<file path="config.mk">
export PLATFORM = sky130hd
export DESIGN_NAME = text_console_writer
export DESIGN_NICKNAME = d
export VERILOG_FILES = /design/src/rtl/console_pkg.sv /design/src/rtl/console_cursor.sv /design/src/rtl/text_console_writer.sv
export SDC_FILE = /design/constraint.sdc
export NUM_CORES = 1
export LEC_CHECK = 0
export CAP_MARGIN = 20
export CORE_MARGIN = 4
export CORE_UTILIZATION = 50
export DETAILED_ROUTE_END_ITERATION = 10
export GPL_TIMING_DRIVEN = 0
export PLACE_DENSITY = 0.73
export RECOVER_POWER = 25
export SYNTH_ARGS = -nofsm -noshare
export SYNTH_HDL_FRONTEND = slang
export SYNTH_HIERARCHICAL = 1
export SYNTH_SLANG_ARGS = --single-unit
</file>
<file path="constraint.sdc">
create_clock -name PixelClk -period 4.98 [get_ports PixelClk]
set_input_delay 0.747 -clock PixelClk [delete_from_list [all_inputs] [get_ports PixelClk]]
set_output_delay 0.747 -clock PixelClk [all_outputs]
set_load 0.02 [all_outputs]
</file>
<file path="src/rtl/console_pkg.sv">
// console_pkg
// Shared definitions for the text console write path: default screen
// geometry, the fill code, the control codes the writer interprets, the
// writer state encoding, the cursor command encoding and the (row,col)
// to character-VRAM address mapping.
// No ports (package).
package console_pkg;

  localparam int         DEF_COLS  = 60;
  localparam int         DEF_ROWS  = 17;
  localparam logic [7:0] DEF_BLANK = 8'h20;

  localparam logic [7:0] CC_BS = 8'h08;
  localparam logic [7:0] CC_LF = 8'h0A;
  localparam logic [7:0] CC_FF = 8'h0C;
  localparam logic [7:0] CC_CR = 8'h0D;

  typedef enum logic [2:0] {
    IDLE,
    PUT,
    CLEAR,
    SCROLL_RD,
    SCROLL_WR,
    FILL
  } state_t;

  typedef enum logic [2:0] {
    CUR_NONE,
    CUR_ADV,
    CUR_LF,
    CUR_CR,
    CUR_BS,
    CUR_HOME
  } cur_cmd_t;

  // Character cell to linear VRAM address; computed at 11 bits so the
  // caller decides where to truncate.
  function automatic logic [10:0] vram_addr(input logic [4:0] row,
                                            input logic [5:0] col,
                                            input int         cols);
    return 11'(int'(row) * cols + int'(col));
  endfunction

endpackage

</file>
<file path="src/rtl/console_cursor.sv">
// console_cursor
// Holds the text cursor and applies one cursor command per cycle:
// advance after a printed character (with wrap to the next row), line
// feed, carriage return, backspace (no reverse wrap) and home.
// When a command would move the cursor below the last row the cursor
// stays on the last row at column 0 and scroll_req tells the writer to
// sweep VRAM up by one row.
// Ports:
//   PixelClk    clock
//   nRST        synchronous active-low reset, cursor to (0,0)
//   cmd         cursor command for this cycle
//   cur_col     cursor column (registered)
//   cur_row     cursor row (registered)
//   scroll_req  combinational: cmd in this cycle needs a scroll
module console_cursor
  import console_pkg::*;
#(
  parameter int COLS = DEF_COLS,
  parameter int ROWS = DEF_ROWS
) (
  input  logic       PixelClk,
  input  logic       nRST,
  input  cur_cmd_t   cmd,
  output logic [5:0] cur_col,
  output logic [4:0] cur_row,
  output logic       scroll_req
);

  localparam logic [5:0] LAST_COL = 6'(COLS - 1);
  localparam logic [4:0] LAST_ROW = 5'(ROWS - 1);

  logic at_last_row;
  logic at_last_col;

  // A scroll is needed when a line feed, or an advance off the end of the
  // row, happens while the cursor already sits on the bottom row.
  always_comb begin
    at_last_row = (cur_row == LAST_ROW);
    at_last_col = (cur_col == LAST_COL);
    scroll_req  = at_last_row &&
                  ((cmd == CUR_LF) || ((cmd == CUR_ADV) && at_last_col));
  end

  // Cursor register. On the bottom row a wrap or line feed leaves the row
  // unchanged because the screen content moves up instead.
  always_ff @(posedge PixelClk) begin
    if (!nRST) begin
      cur_col <= '0;
      cur_row <= '0;
    end else begin
      case (cmd)
        CUR_ADV: begin
          if (at_last_col) begin
            cur_col <= '0;
            if (!at_last_row) cur_row <= cur_row + 5'd1;
          end else begin
            cur_col <= cur_col + 6'd1;
          end
        end
        CUR_LF: begin
          cur_col <= '0;
          if (!at_last_row) cur_row <= cur_row + 5'd1;
        end
        CUR_CR: cur_col <= '0;
        CUR_BS: if (cur_col != 6'd0) cur_col <= cur_col - 6'd1;
        CUR_HOME: begin
          cur_col <= '0;
          cur_row <= '0;
        end
        default: ;
      endcase
    end
  end

endmodule

</file>
<file path="src/rtl/text_console_writer.sv">
// text_console_writer
// Write side of the LCD text console. Takes character codes from the CPU
// over a valid/ready handshake and writes them into character VRAM
// port A (the renderer reads port B). Interprets LF, CR, BS and FF,
// wraps at the end of a row, scrolls the screen up by sweeping VRAM and
// clears the screen on FF.
// Optional build macro CLEAR_ON_RESET_EN: when defined, the block runs a
// full clear sweep straight after reset so the screen starts blank; when
// undefined it goes directly to IDLE and VRAM keeps its contents.
// Ports:
//   PixelClk  clock
//   nRST      synchronous active-low reset
//   ch_valid  character byte valid
//   ch_data   character code
//   ch_ready  byte can be accepted this cycle (IDLE only)
//   v_ada     VRAM port-A address
//   v_dina    VRAM port-A write data
//   v_wea     VRAM port-A write enable
//   v_douta   VRAM port-A read data, valid one cycle after the address
//   cur_col   cursor column
//   cur_row   cursor row
//   busy      clear or scroll sweep in progress
module text_console_writer
  import console_pkg::*;
#(
  parameter int         COLS  = DEF_COLS,
  parameter int         ROWS  = DEF_ROWS,
  parameter logic [7:0] BLANK = DEF_BLANK
) (
  input  logic       PixelClk,
  input  logic       nRST,
  input  logic       ch_valid,
  input  logic [7:0] ch_data,
  output logic       ch_ready,
  output logic [9:0] v_ada,
  output logic [7:0] v_dina,
  output logic       v_wea,
  input  logic [7:0] v_douta,
  output logic [5:0] cur_col,
  output logic [4:0] cur_row,
  output logic       busy
);

  localparam logic [10:0] ROW_STRIDE  = 11'(COLS);
  localparam logic [10:0] SCROLL_LAST = 11'((ROWS - 1) * COLS - 1);
  localparam logic [10:0] FILL_FIRST  = 11'((ROWS - 1) * COLS);
  localparam logic [10:0] SCREEN_LAST = 11'(ROWS * COLS - 1);

`ifdef CLEAR_ON_RESET_EN
  localparam logic CLEAR_AT_RESET = 1'b1;
`else
  localparam logic CLEAR_AT_RESET = 1'b0;
`endif

  state_t      state;
  logic [10:0] sweep_addr;
  logic [7:0]  dina_q;
  logic        clear_pending;
  logic        accept;
  logic        is_ctrl;
  logic        scroll_req;
  cur_cmd_t    cur_cmd;

  // Handshake decode and the cursor command for this cycle. Control codes
  // move the cursor on the acceptance edge; a printed character moves it
  // at the end of its PUT cycle, after the write address was taken.
  always_comb begin
    accept  = ch_valid && ch_ready;
    is_ctrl = (ch_data[7:5] == 3'b000);
    cur_cmd = CUR_NONE;
    if (accept) begin
      case (ch_data)
        CC_LF:   cur_cmd = CUR_LF;
        CC_CR:   cur_cmd = CUR_CR;
        CC_BS:   cur_cmd = CUR_BS;
        CC_FF:   cur_cmd = CUR_HOME;
        default: cur_cmd = CUR_NONE;
      endcase
    end else if (state == PUT) begin
      cur_cmd = CUR_ADV;
    end
  end

  console_cursor #(
    .COLS(COLS),
    .ROWS(ROWS)
  ) u_cursor (
    .PixelClk  (PixelClk),
    .nRST      (nRST),
    .cmd       (cur_cmd),
    .cur_col   (cur_col),
    .cur_row   (cur_row),
    .scroll_req(scroll_req)
  );

  // Port-A read data only arrives in the SCROLL_WR cycle itself, so the
  // copy data is passed straight through there; every other write uses
  // the registered data.
  assign v_dina = (state == SCROLL_WR) ? v_douta : dina_q;

  // Writer FSM. Every accepted byte costs at least one cycle with
  // ch_ready low. Scroll alternates a read of the row below with a write
  // of the current cell, then fills the bottom row with BLANK. Sweeps end
  // exactly on their last address and drop back to IDLE the cycle after.
  always_ff @(posedge PixelClk) begin
    if (!nRST) begin
      state         <= IDLE;
      sweep_addr    <= '0;
      dina_q        <= '0;
      v_ada         <= '0;
      v_wea         <= 1'b0;
      busy          <= 1'b0;
      ch_ready      <= !CLEAR_AT_RESET;
      clear_pending <= CLEAR_AT_RESET;
    end else begin
      case (state)
        IDLE: begin
          v_wea    <= 1'b0;
          ch_ready <= 1'b1;
          if (clear_pending) begin
            clear_pending <= 1'b0;
            state         <= CLEAR;
            sweep_addr    <= '0;
            v_ada         <= '0;
            dina_q        <= BLANK;
            v_wea         <= 1'b1;
            busy          <= 1'b1;
            ch_ready      <= 1'b0;
          end else if (accept) begin
            ch_ready <= 1'b0;
            if (ch_data == CC_FF) begin
              state      <= CLEAR;
              sweep_addr <= '0;
              v_ada      <= '0;
              dina_q     <= BLANK;
              v_wea      <= 1'b1;
              busy       <= 1'b1;
            end else if ((ch_data == CC_LF) && scroll_req) begin
              state      <= SCROLL_RD;
              sweep_addr <= '0;
              v_ada      <= 10'(ROW_STRIDE);
              busy       <= 1'b1;
            end else if (!is_ctrl) begin
              state  <= PUT;
              v_ada  <= 10'(vram_addr(cur_row, cur_col, COLS));
              dina_q <= ch_data;
              v_wea  <= 1'b1;
            end
          end
        end

        PUT: begin
          v_wea <= 1'b0;
          if (scroll_req) begin
            state      <= SCROLL_RD;
            sweep_addr <= '0;
            v_ada      <= 10'(ROW_STRIDE);
            busy       <= 1'b1;
          end else begin
            state    <= IDLE;
            ch_ready <= 1'b1;
          end
        end

        CLEAR, FILL: begin
          if (sweep_addr == SCREEN_LAST) begin
            state    <= IDLE;
            v_wea    <= 1'b0;
            busy     <= 1'b0;
            ch_ready <= 1'b1;
          end else begin
            sweep_addr <= sweep_addr + 11'd1;
            v_ada      <= 10'(sweep_addr + 11'd1);
          end
        end

        SCROLL_RD: begin
          state <= SCROLL_WR;
          v_ada <= sweep_addr[9:0];
          v_wea <= 1'b1;
        end

        SCROLL_WR: begin
          if (sweep_addr == SCROLL_LAST) begin
            state      <= FILL;
            sweep_addr <= FILL_FIRST;
            v_ada      <= 10'(FILL_FIRST);
            dina_q     <= BLANK;
            v_wea      <= 1'b1;
          end else begin
            state      <= SCROLL_RD;
            sweep_addr <= sweep_addr + 11'd1;
            v_ada      <= 10'(sweep_addr + ROW_STRIDE + 11'd1);
            v_wea      <= 1'b0;
          end
        end

        default: begin
          state    <= IDLE;
          v_wea    <= 1'b0;
          busy     <= 1'b0;
          ch_ready <= 1'b1;
        end
      endcase
    end
  end

endmodule

</file>
==> After elaboration in Yosys (flattened, before gate mapping) <==
Index checks and enable logic that the tools add are counted.
{ "totals": {"regBits": 46, "latchBits": 0, "ram_bits": 0, "mem_bits_ro": 0, "inputBits": 19, "out_inout_bits": 32, "wordCells": 127, "memories": 0} }
{ "classes": {"n_addsub": 7, "mul": 1, "div_mod_pow": 0, "magnitude_cmp": 0, "n_eq_ne": 30, "shift": 0, "n_mux": 55, "n_bitwise": 1, "reduce_logical": 24} }
{ "op_table": {"columns": ["cell", "n"], "rows": [
  ["$mux W10", 7],
  ["$mux W11", 6],
  ["$pmux W10 S5", 1],
  ["$mux W8", 6],
  ["$pmux W11 S4", 1],
  ["$eq A8 B4 Y1 const B", 4],
  ["$eq A11 B10 Y1 const B", 2],
  ["$mux W3", 7],
  ["$reduce_and A5 Y1", 4],
  ["$pmux W6 S3", 1],
  ["$pmux W8 S2", 1],
  ["$pmux W3 S5", 1],
  ["$pmux W5 S3", 1],
  ["$mux W1", 14],
  ["$eq A3 B2 Y1 const B", 4],
  ["$eq A3 B3 Y1 const B", 4],
  ["$mux W6", 2],
  ["$pmux W1 S4", 3],
  ["$pmux W3 S4", 1],
  ["$add A11 B1 Y11 const B", 1],
  ["$add A10 B1 Y10 const B", 1],
  ["$add A10 B6 Y10", 1],
  ["$add A10 B6 Y10 const B", 1],
  ["$mux W5", 2],
  ["other kinds (25)", 42]
]} }

==> Logic depth before layout (Yosys ltp) <==
Gate-level depths: netlist (run 1).
{ "depth": {"ltp_word": 12, "depth_mapped": 16, "ltp_nobuf": 13} }

==> Hierarchy <==
Netlist (run 1), hierarchy kept.
{ "by_module_without_submodules": {"columns": ["mod", "n_inst", "cells_each", "area_per_inst_um2", "seq_area_each_um2"], "rows": [
  ["text_console_writer", 1, 456, 3353.2, 700.7],
  ["console_cursor", 1, 105, 850.8, 220.2]
]} }

==> Worst setup path after synthesis (run 1) <==
OpenSTA, ideal clock, no wires.
{ "synth_path": {"path_type": "reg-to-reg", "startpoint": "register u_cursor.cur_row[2]", "endpoint": "register v_ada[9]", "setup_time_ps": 63, "arrival_ps": 3796, "required_time_ps": 4917, "setup_slack_ps": 1122, "stages_incl_launch_ff": 13, "path_buffers": 0, "period_less_slack_ps": 3858, "cell_sequence": "dfxtp_1 > fa_1 > fa_1 > inv_1 > fa_1 > inv_1 > ha_1 > o21ai_0 > o21a_1 > nor4_1 > or4b_1 > a221o_1 > nand3_1"} }
{ "synth_via": {"elab_chain_len": 7, "word_cells_on_any_way": 13, "cone_classes": "add/sub (1); mul (1); eq/ne (3); mux (5); reduce/logical (3)"} }
{ "synth_lines": {"columns": ["element", "line", "source"], "rows": [
  ["start, declared", "console_cursor.sv:25", "output logic [4:0] cur_row,"],
  ["start signal, assigned", "console_cursor.sv:55", "if (!at_last_row) cur_row <= cur_row + 5'd1;"],
  ["start signal, assigned", "console_cursor.sv:62", "if (!at_last_row) cur_row <= cur_row + 5'd1;"],
  ["$mul A5 B4 Y8 / $eq A5 B5 Y1 (equally long branches)", "console_pkg.sv:41, console_cursor.sv:38", null],
  ["$add A10 B6 Y10 / $logic_and A1 B1 Y1 (equally long branches)", "console_pkg.sv:41, console_cursor.sv:40", null],
  ["$mux W10 / $logic_and A1 B1 Y1 (equally long branches)", "text_console_writer.sv:143, text_console_writer.sv:138", null],
  ["$mux W10", "text_console_writer.sv:138", "end else if ((ch_data == CC_LF) && scroll_req) begin"],
  ["$mux W10", "text_console_writer.sv:131", "if (ch_data == CC_FF) begin"],
  ["$mux W10", "text_console_writer.sv:129", "end else if (accept) begin"],
  ["$pmux W10 S5", "text_console_writer.sv:116", "case (state)"],
  ["end signal, assigned", "text_console_writer.sv:141", "v_ada <= 10'(ROW_STRIDE);"],
  ["end signal, assigned", "text_console_writer.sv:145", "v_ada <= 10'(vram_addr(cur_row, cur_col, COLS));"],
  ["end signal, assigned", "text_console_writer.sv:157", "v_ada <= 10'(ROW_STRIDE);"],
  ["end, declared", "text_console_writer.sv:35", "output logic [9:0] v_ada,"]
]} }
Several ways; a longest one is shown, not always the timed one. The select of a mux whose other input is x is not followed.
A chain may end at the register's enable or synchronous reset.

==> Worst setup path in the final report (run 1) <==
{ "layout_path": {"startpoint": "input port ch_data[7]", "endpoint": "register sweep_addr[4]"} }
{ "layout_via": {"elab_chain_len": 10, "word_cells_on_any_way": 18, "cone_classes": "eq/ne (8); mux (5); reduce/logical (5)"} }
{ "layout_lines": {"columns": ["element", "line", "source"], "rows": [
  ["start, declared", "text_console_writer.sv:33", "input logic [7:0] ch_data,"],
  ["$eq A8 B4 Y1", "text_console_writer.sv:72", "case (ch_data)"],
  ["$pmux W3 S4 *", "text_console_writer.sv:72", null],
  ["$mux W3 *", "text_console_writer.sv:71", "if (accept) begin"],
  ["net cur_cmd[0]", "text_console_writer.sv:62", "cur_cmd_t cur_cmd;"],
  ["$eq A3 B1 Y1", "console_cursor.sv:41", "((cmd == CUR_LF) || ((cmd == CUR_ADV) && at_last_col));"],
  ["$logic_and A1 B1 Y1", "console_cursor.sv:41", null],
  ["$logic_or A1 B1 Y1 *", "console_cursor.sv:41", null],
  ["$logic_and A1 B1 Y1 *", "console_cursor.sv:40", "scroll_req = at_last_row &&"],
  ["net scroll_req", "text_console_writer.sv:61", "logic scroll_req;"],
  ["$logic_and A1 B1 Y1", "text_console_writer.sv:138", null],
  ["$ne A3 B3 Y1 (no line)", null, null],
  ["$reduce_and A5 Y1 (no line) *", null, null],
  ["end signal, assigned", "text_console_writer.sv:172", "sweep_addr <= sweep_addr + 11'd1;"],
  ["end signal, assigned", "text_console_writer.sv:192", "sweep_addr <= sweep_addr + 11'd1;"],
  ["end, declared", "text_console_writer.sv:56", "logic [10:0] sweep_addr;"]
]} }
Mark *: on every way through the listed nets, which the timed path passes. The rest lies on a longest branch. The select of a mux whose other input is x is not followed.

==> summary.md, run 1 <==
| Metric | Value |
|---|---|
| Result of the run | finished, final reports clean |
| Post-layout power | 1.58 mW |
| Share of post-route cells with drive strength above 1 | 6.79% |
| # Max-Cap Violations | 0 |
| Endpoint of the worst hold-timing path | dina_q[0]$_SDFFE_PN0P_ |
| Number of distinct standard cells referenced by the synthesized netlist | 75 |
| Worst-case setup slack after placement | -131 ps |
| Number of cells traversed by the worst register-to-register path | 12 |
| Maximum vdd ir drop | 163 uV |
| Vias in the first global route | around 4,300 |
| Fin crit share | about 92% |
| Net count of the mapped netlist | 608 |
| Final Wtd Congestion | 0.927 |
| Total of hold buffers inserted after clock tree synthesis | 0 |
| Worst clock skew | 9.51 ps |
| Final worst setup slack | 390 ps |
| Sequential share of the synthesized area | 21.9% |
| Final setup viols | 0 |
| Classification of the worst-slack hold path | register to register |
| Dpl cells | 716 |
| Post-DR vias/cell | 6.13 |
| Number of flops mapped to enable cells by yosys | 0 |
| Proportion of power drawn by flip-flops and latches | 31.4% |
| Min-Delay Path Depth | 2 |
| Number of antenna violations at the first check in global routing | 0 |
| Layout Cells excl Fill | 724 |
| Crit Reg-Reg Startpoint | u_cursor/cur_row[2]$_SDFFE_PN0P_ |
| Wire length of the first global-routing pass | between 20,000 and 25,000 um |
| Reported net switching power | 0.698 mW |
| Routed length on met3 | 653 um |
| Internal power component | ~0.9 mW |
| Layout Area Growth over Synthesis | 17.4% |
| DRC errors left | 0 |
| Crit path arrival time | 4840 ps |
| Number of standard-cell rows in the floorplan | 33 |
| Leakage power of the design | 1.95 nW |
| Count of endpoints failing hold in the final timing report | 0 |
| Synthesized area | 4200 sq um |
| Number of buffers added by the clock tree synthesis step | 5 |
| Initial Utilization | 51.2% |
| Final routed wirelength across all metal layers | 12,300 um |
| Synthesized netlist cell count | approximately 560 |
| Max Freq | 218 MHz |
| Post-Route M1 WL | 5640 um |
| Post-synth ARST share | 0% |
| Clock-pin transition on the worst setup and hold timing paths | 100 ps |
| Source of the worst hold timing path | dina_q[0]$_SDFFE_PN0P_ |
| Worst skew pair latency | 310 ps |
| Die Wd | 99.7 um |
| TritonCTS clock tree | built |
| Quantity of I/O buffers inserted on ports | 50 |
| Synthesized flop and latch total | 46 |
| Main area contributors after synthesis | sky130_fd_sc_hd__dfxtp_1 (22%), sky130_fd_sc_hd__ha_1 (6.0%), sky130_fd_sc_hd__nand2_1 (4.9%) |
| Total power density per cell area | 321 nW/um^2 |
| Yosys warns | 6 |
| Design area | 4940 sq um |
| Nature of the critical path startpoint | input port |
| Aggregate global-route resource usage | between 20% and 30% |
| Setup repair after global routing missed its margin | false |
| Final worst hold slack | 489 ps |
| Avg Synthesized Cell Area | 7.49 sq um |
| Library cell with the largest summed area after synthesis | sky130_fd_sc_hd__dfxtp_1 |
| Reg-to-Reg End | v_ada[9]$_SDFFE_PN0P_ |
| Maximum number of buffers from clock root to sink | 2 |
| Number of vias in the routed layout | roughly 4,400 |
| Inserted Diodes | 0 |
| Top-area cell type share of the netlist area | 21.9% |
| Largest fanout on the critical path | 10 |
| Top Metal Used | met4 |
| Number of antenna-violating nets in the routed design | 0 |
| Num ports | 51 |
| Area of the die | a little under 10,000 sq um |
| Detailed-router iteration count before antenna repair | 5 |
| Fin nets | 665 |
| Worst Max-Slew Pin Slew | 674 ps |
| Switching part of the total power | 44.1% |
| Grt total ovfl | 0 |
| Number of DRC violations after detailed-routing iteration 0 | approximately 280 |
| Kind of capture point of the worst setup path | register |
| Placement Cell Area | 4840 sq um |
| Comb pwr share | a little over half |
| Cell at the root of the clock tree | sky130_fd_sc_hd__clkbuf_8 |
| Largest net degree at the start of global routing | 15 |
| Standard cell core area | 8220 sq um |
| H-tree levels | 2 |
| Fin. max-slew vios | 0 |
| Top FF cell, synth | sky130_fd_sc_hd__dfxtp_1 |
| Relative slew margins | 54.7% |
| Routed WL per cell | 17.0 um |
| Required time of the critical path | between 5000 and 6000 ps |
| Final HPWL from detailed placement | 9470 um |
| Clk network pwr share | 16.2% |
| Height of the chip | 99.7 um |
| Count of clock tree sinks | 46 |
| Worst setup slack for register-to-register paths | 890 ps |
| Crit Path Class | input port to register |
| Detailed route wirelength on metal2 | 5720 um |
| Minimum clock period | 4590 ps |
[final cells by class]
cell class | count | area [sq um]
clock inverters | 2 | 12.5
fillers | 768 | 3280
inverters | 33 | 124
clock buffers | 6 | 82.6
plain buffers | 40 | 181
flip-flops and latches | 46 | 921
multi-input cells | 442 | 2980
repair buffers | 50 | 500
well taps | 105 | 131
[worst max-delay path by stage]
stage / start / to / slack [ps]
floorplan: u_cursor/cur_row[2]$_SDFFE_PN0P_ / v_ada[9]$_SDFFE_PN0P_ / 1120
detailed placement: ch_data[5] / sweep_addr[4]$_SDFFE_PN0P_ / -130
global route: ch_data[7] / sweep_addr[4]$_SDFFE_PN0P_ / 60
CTS: ch_data[7] / sweep_addr[4]$_SDFFE_PN0P_ / 160
finish: ch_data[7] / sweep_addr[4]$_SDFFE_PN0P_ / 390
global placement: ch_data[5] / sweep_addr[5]$_SDFFE_PN0P_ / -160
[state kept, by name, summed over array words and instances, names as in the netlist]
signal,flops
u_cursor/cur_row,5
v_wea,1
busy,1
state,3
ch_ready,1
sweep_addr,11
dina_q,8
v_ada,10
u_cursor/cur_col,6
[through the flow]
stage / util, % / setup TNS (ps)
global route: 60.1 / 0
finish: 60.1 / 0
detailed placement: 58.9 / -559
global placement: 58.9 / -1100
floorplan: - / 0
CTS: 60.0 / 0
[metal layers]
layer,vias up,track usage [%]
met3,19,2.45
met2,158,41.7
met4,0,7.46
met1,2108,33.7
met5,-,0
li1,2156,-
[logic make-up after synthesis]
kind of cell,share of synthesized area [%]
mux,0.744
simple gates,28.8
compound gates,28.9
xor+xnor,2.65
buf+inv,7.26
fa+ha+maj,9.76
flops,21.9
[synth_stat cells, types with 4 or more instances]
library cell                 n
sky130_fd_sc_hd__nand2_1    55
sky130_fd_sc_hd__dfxtp_1    46
sky130_fd_sc_hd__o21ai_0    40
sky130_fd_sc_hd__nor2_1     39
sky130_fd_sc_hd__inv_1      33
sky130_fd_sc_hd__nand3_1    31
sky130_fd_sc_hd__a21oi_1    30
sky130_fd_sc_hd__clkbuf_1   22
sky130_fd_sc_hd__ha_1       20
sky130_fd_sc_hd__a21boi_0   17
sky130_fd_sc_hd__a31oi_1    13
sky130_fd_sc_hd__buf_2      11
sky130_fd_sc_hd__nand2b_1   11
sky130_fd_sc_hd__nand4_1    10
sky130_fd_sc_hd__nor2b_1    10
sky130_fd_sc_hd__a211oi_1    9
sky130_fd_sc_hd__a21o_1      8
sky130_fd_sc_hd__and3_1      8
sky130_fd_sc_hd__fa_1        8
sky130_fd_sc_hd__nor3_1      7
sky130_fd_sc_hd__and2_1      6
sky130_fd_sc_hd__o211ai_1    6
sky130_fd_sc_hd__xnor2_1     6
sky130_fd_sc_hd__a21boi_1    5
sky130_fd_sc_hd__nor3b_1     5
sky130_fd_sc_hd__o21a_1      5
sky130_fd_sc_hd__or3_1       5
sky130_fd_sc_hd__a22oi_1     4
sky130_fd_sc_hd__nor4_1      4
sky130_fd_sc_hd__o22ai_1     4
sky130_fd_sc_hd__o2bb2ai_1   4
sky130_fd_sc_hd__o31ai_1     4
sky130_fd_sc_hd__xor2_1      4
[layout by cell type (no fill, tap or decap), types with 6 or more instances in the layout]
master                            netlist  routed
sky130_fd_sc_hd__nor2_1                39      39
sky130_fd_sc_hd__a21boi_0              17      17
sky130_fd_sc_hd__clkdlybuf4s50_1        0      31
sky130_fd_sc_hd__and2_1                 6       6
sky130_fd_sc_hd__a211oi_1               9       9
sky130_fd_sc_hd__fa_1                   8       8
sky130_fd_sc_hd__o211ai_1               6       6
sky130_fd_sc_hd__ha_1                  20      20
sky130_fd_sc_hd__o21ai_0               40      40
sky130_fd_sc_hd__inv_1                 33      33
sky130_fd_sc_hd__nand3_1               31      31
sky130_fd_sc_hd__clkbuf_1              22      22
sky130_fd_sc_hd__buf_2                 11      11
sky130_fd_sc_hd__clkbuf_8               0       6
sky130_fd_sc_hd__nand2b_1              11      11
sky130_fd_sc_hd__nand2_1               55      55
sky130_fd_sc_hd__and3_1                 8       8
sky130_fd_sc_hd__nand4_1               10      10
sky130_fd_sc_hd__a31oi_1               13      13
sky130_fd_sc_hd__a21o_1                 8       8
sky130_fd_sc_hd__nor2b_1               10      10
sky130_fd_sc_hd__dlygate4sd3_1          0      19
sky130_fd_sc_hd__dfxtp_1               46      46
sky130_fd_sc_hd__nor3_1                 7       7
sky130_fd_sc_hd__a21oi_1               30      29
sky130_fd_sc_hd__xnor2_1                6       6
[worst max-delay path, stage by stage]
cell and delay [ps]:
sky130_fd_sc_hd__clkdlybuf4s50_1 430, sky130_fd_sc_hd__nor3_1 260, sky130_fd_sc_hd__clkbuf_1 340, sky130_fd_sc_hd__nand3_1 170, sky130_fd_sc_hd__nor3b_1 290, sky130_fd_sc_hd__a32o_2 300
sky130_fd_sc_hd__nor2b_1 240, sky130_fd_sc_hd__nand3_1 120, sky130_fd_sc_hd__a21oi_2 280, sky130_fd_sc_hd__and3b_1 220, sky130_fd_sc_hd__o211ai_1 160, sky130_fd_sc_hd__a21boi_1 350
sky130_fd_sc_hd__nand2_1 250, sky130_fd_sc_hd__or4_1 540, sky130_fd_sc_hd__a21boi_1 150
[power groups by stage]
stage	clock network (mW)	registers (mW)	logic, mW
floorplan	0	0.564	0.471
detailed placement	0	0.509	0.835
CTS	0.259	0.501	0.839
global route	0.269	0.510	0.901
finish	0.257	0.498	0.829
global placement	0	0.507	0.829
[repair_timing]
action                                  CTS  global route
buffers inserted                          0             0
gates resized for setup                   0             2
endpoints found under the setup margin    0            15
Power figures use the tool's default switching activity.
==> run 2: changes to the inputs <==
--- a/config.mk
+++ b/config.mk
@@ -6,6 +6,7 @@
 export NUM_CORES = 1
 export LEC_CHECK = 0
 export CAP_MARGIN = 20
+export CORE_ASPECT_RATIO = 0.6
 export CORE_MARGIN = 4
 export CORE_UTILIZATION = 50
 export DETAILED_ROUTE_END_ITERATION = 10
==> constraint.sdc (replaced) <==
create_clock -name PixelClk -period 5.4 [get_ports PixelClk]
set_input_delay 0.81 -clock PixelClk [delete_from_list [all_inputs] [get_ports PixelClk]]
set_output_delay 0.81 -clock PixelClk [all_outputs]
set_load 0.02 [all_outputs]
==> summary.md, run 2 (synthesis gave the netlist of run 1 again) <==
| Metric | Value |
|---|---|
| Resized Gates After CTS | 0 |
| Count of clock tree sinks | between 40 and 50 |
| Fin nets | 665 |
| Final worst hold slack | 484 ps |
| Worst Max-Slew Pin Slew | 806 ps |
| Number of antenna-violating nets in the routed design | 0 |
| Cell family contributing the most delay on the critical path | simple AND/OR/NAND/NOR gates |
| Total of hold buffers inserted after clock tree synthesis | 0 |
| Number of buffers added by the clock tree synthesis step | 5 |
| TritonCTS clock tree | built |
| Total power density per cell area | 314 nW/um^2 |
| Sum of negative setup slack | 0 ps |
| Count of endpoints failing hold in the final timing report | 0 |
| Area of the die | 9990 sq um |
| Kind of capture point of the worst setup path | register |
| Maximum number of buffers from clock root to sink | 2 |
| Multi-input gate area | 2980 sq um |
| Commonest cells after routing, fill and taps aside | sky130_fd_sc_hd__nand2_1 (55), sky130_fd_sc_hd__dfxtp_1 (46), sky130_fd_sc_hd__o21ai_0 (40), sky130_fd_sc_hd__nor2_1 (39), sky130_fd_sc_hd__inv_1 (33) |
| Required time of the critical path | 5610 ps |
| Clock-pin transition on the worst setup and hold timing paths | 60 ps |
| Most common cell after layout, fill and taps aside | sky130_fd_sc_hd__nand2_1 |
| Max FFs per register | 11 |
| Leakage power of the design | 1.97 nW |
| Wire length of the first global-routing pass | 21,700 um |
| Register area | just over 900 sq um |
| Classification of the worst-slack hold path | register to register |
| Max Freq | 197 MHz |
| Cell at the root of the clock tree | sky130_fd_sc_hd__clkbuf_16 |
| DRC errors left | 0 |
| Setup repair after global routing missed its margin | false |
| Largest net degree at the start of global routing | 14 |
| Relative slew margins | around 46% |
| Maximum vdd ir drop | 206 uV |
| Number of inserted filler cells in the final layout | 775 |
| Buffers plus inverters on the worst setup path | 2 |
| Routed WL per cell | 18.4 um |
| Final setup viols | 0 |
| Height of the chip | 79.0 um |
| Fin. max-slew vios | 0 |
| Number of standard-cell rows in the floorplan | 25 |
| # Max-Cap Violations | 0 |
| Detailed-router iteration count before antenna repair | 6 |
| Minimum clock period | ~5000 ps |
| Final routed wirelength across all metal layers | 13,400 um |
| Number of antenna violations at the first check in global routing | 0 |
| Fin crit share | a little over nine tenths |
| Final core occ | around 62% |
| H-tree levels | 2 |
| Worst clock skew | approximately 6.5 ps |
| Quantity of I/O buffers inserted on ports | 50 |
| Top flop regs | sweep_addr: 11 flops, v_ada: 10 flops, dina_q: 8 flops |
| Share of post-route cells with drive strength above 1 | 6.30% |
| Number of vias in the routed layout | 4,678 |
| Result of the run | finished, final reports clean |
| Num ports | 51 |
| Initial Utilization | 52.3% |
| Post-DR vias/cell | about 6.4 |
| Register ranked first by flip-flop count | sweep_addr |
| Standard cell core area | approximately 8000 sq um |
| Number of DRC violations after detailed-routing iteration 0 | 550 |
| Die Wd | about 130 um |
| CP max-delay cell | sky130_fd_sc_hd__or4_1 |
| Post-CTS Setup Repair Bufs | 0 |
| Largest fanout on the critical path | 10 |
| Final HPWL from detailed placement | just over 10,000 um |
| Largest stage delay, worst path | ~540 ps |
| Crit path arrival time | 5300 ps |
| Final Wtd Congestion | 0.971 |
| Critical path, cell by cell | clkdlybuf4s50_1, nor3_1, clkbuf_1, nand3_1, nor3b_1, a32o_1, nor2b_1, nand3_1, a21oi_1, and3b_1, o211ai_1, a21boi_1, nand2_1, or4_1, a21boi_1 |
| Grt total ovfl | 0 |
| Aggregate global-route resource usage | a little over a quarter |
| Nature of the critical path startpoint | input port |
| Inserted Diodes | 0 |
| Vias in the first global route | 4,159 |
| Worst skew pair latency | a little under 300 ps |
| Layout Area Growth over Synthesis | 18.6% |
| Crit Path Class | input port to register |
-- run 2: final cells by class --
cell class / instances / share of cell area, %
multi-input cells: 442 / 59.7
flip-flops and latches: 46 / 18.5
repair buffers: 50 / 10.0
plain buffers: 40 / 3.64
clock buffers: 7 / 2.86
well taps: 108 / 2.71
inverters: 33 / 2.48
clock inverters: 1 / 0.100
-- run 2: path summary, 6_finish.rpt --
| path | start | end | slack [ps] | depth (start not counted) |
|---|---|---|---|---|
| worst max-delay path | ch_data[5] | sweep_addr[5]$_SDFFE_PN0P_ | 320 | 15 |
| worst min-delay path | dina_q[7]$_SDFFE_PN0P_ | dina_q[7]$_SDFFE_PN0P_ | 480 | 2 |
| worst max register to register | state[0]$_SDFFE_PN0P_ | sweep_addr[5]$_SDFFE_PN0P_ | 1110 | 13 |
| worst min register to register | dina_q[7]$_SDFFE_PN0P_ | dina_q[7]$_SDFFE_PN0P_ | 480 | 2 |
-- run 2: metrics by stage --
| step | area, sq um | total power, mW | std cells | setup slack (ps) |
|---|---|---|---|---|
| finish | 4990 | 1.56 | 727 | 319 |
| CTS | 4990 | 1.58 | 727 | 467 |
| detailed placement | 4840 | 1.25 | 719 | 194 |
| floorplan | 4200 | 0.954 | 561 | 1490 |
| global route | 4990 | 1.66 | 727 | 167 |
| global placement | 4840 | 1.24 | 719 | 302 |
-- run 2: metal layers --
| metal | share of wire [%] | wire length [um] | GRT usage, % | vias up |
|---|---|---|---|---|
| met5 | 0 | 0 | 0 | - |
| met4 | 1.2 | 158 | 4.28 | 0 |
| met3 | 10 | 1370 | 5.51 | 23 |
| met2 | 40 | 5350 | 38.4 | 277 |
| met1 | 49 | 6520 | 41.1 | 2211 |
| li1 | - | - | - | 2167 |
-- run 2: power by group --
group	internal, mW	switching [mW]
combinational	0.302	0.478
sequential	0.411	0.0533
clock	0.184	0.135
-- run 2: tightest hold or removal path, delay by kind of cell, from the launching register on --
family | cells | cell delay, ps
flops | 1 | 310
compound gates | 1 | 70
simple gates | 1 | 60
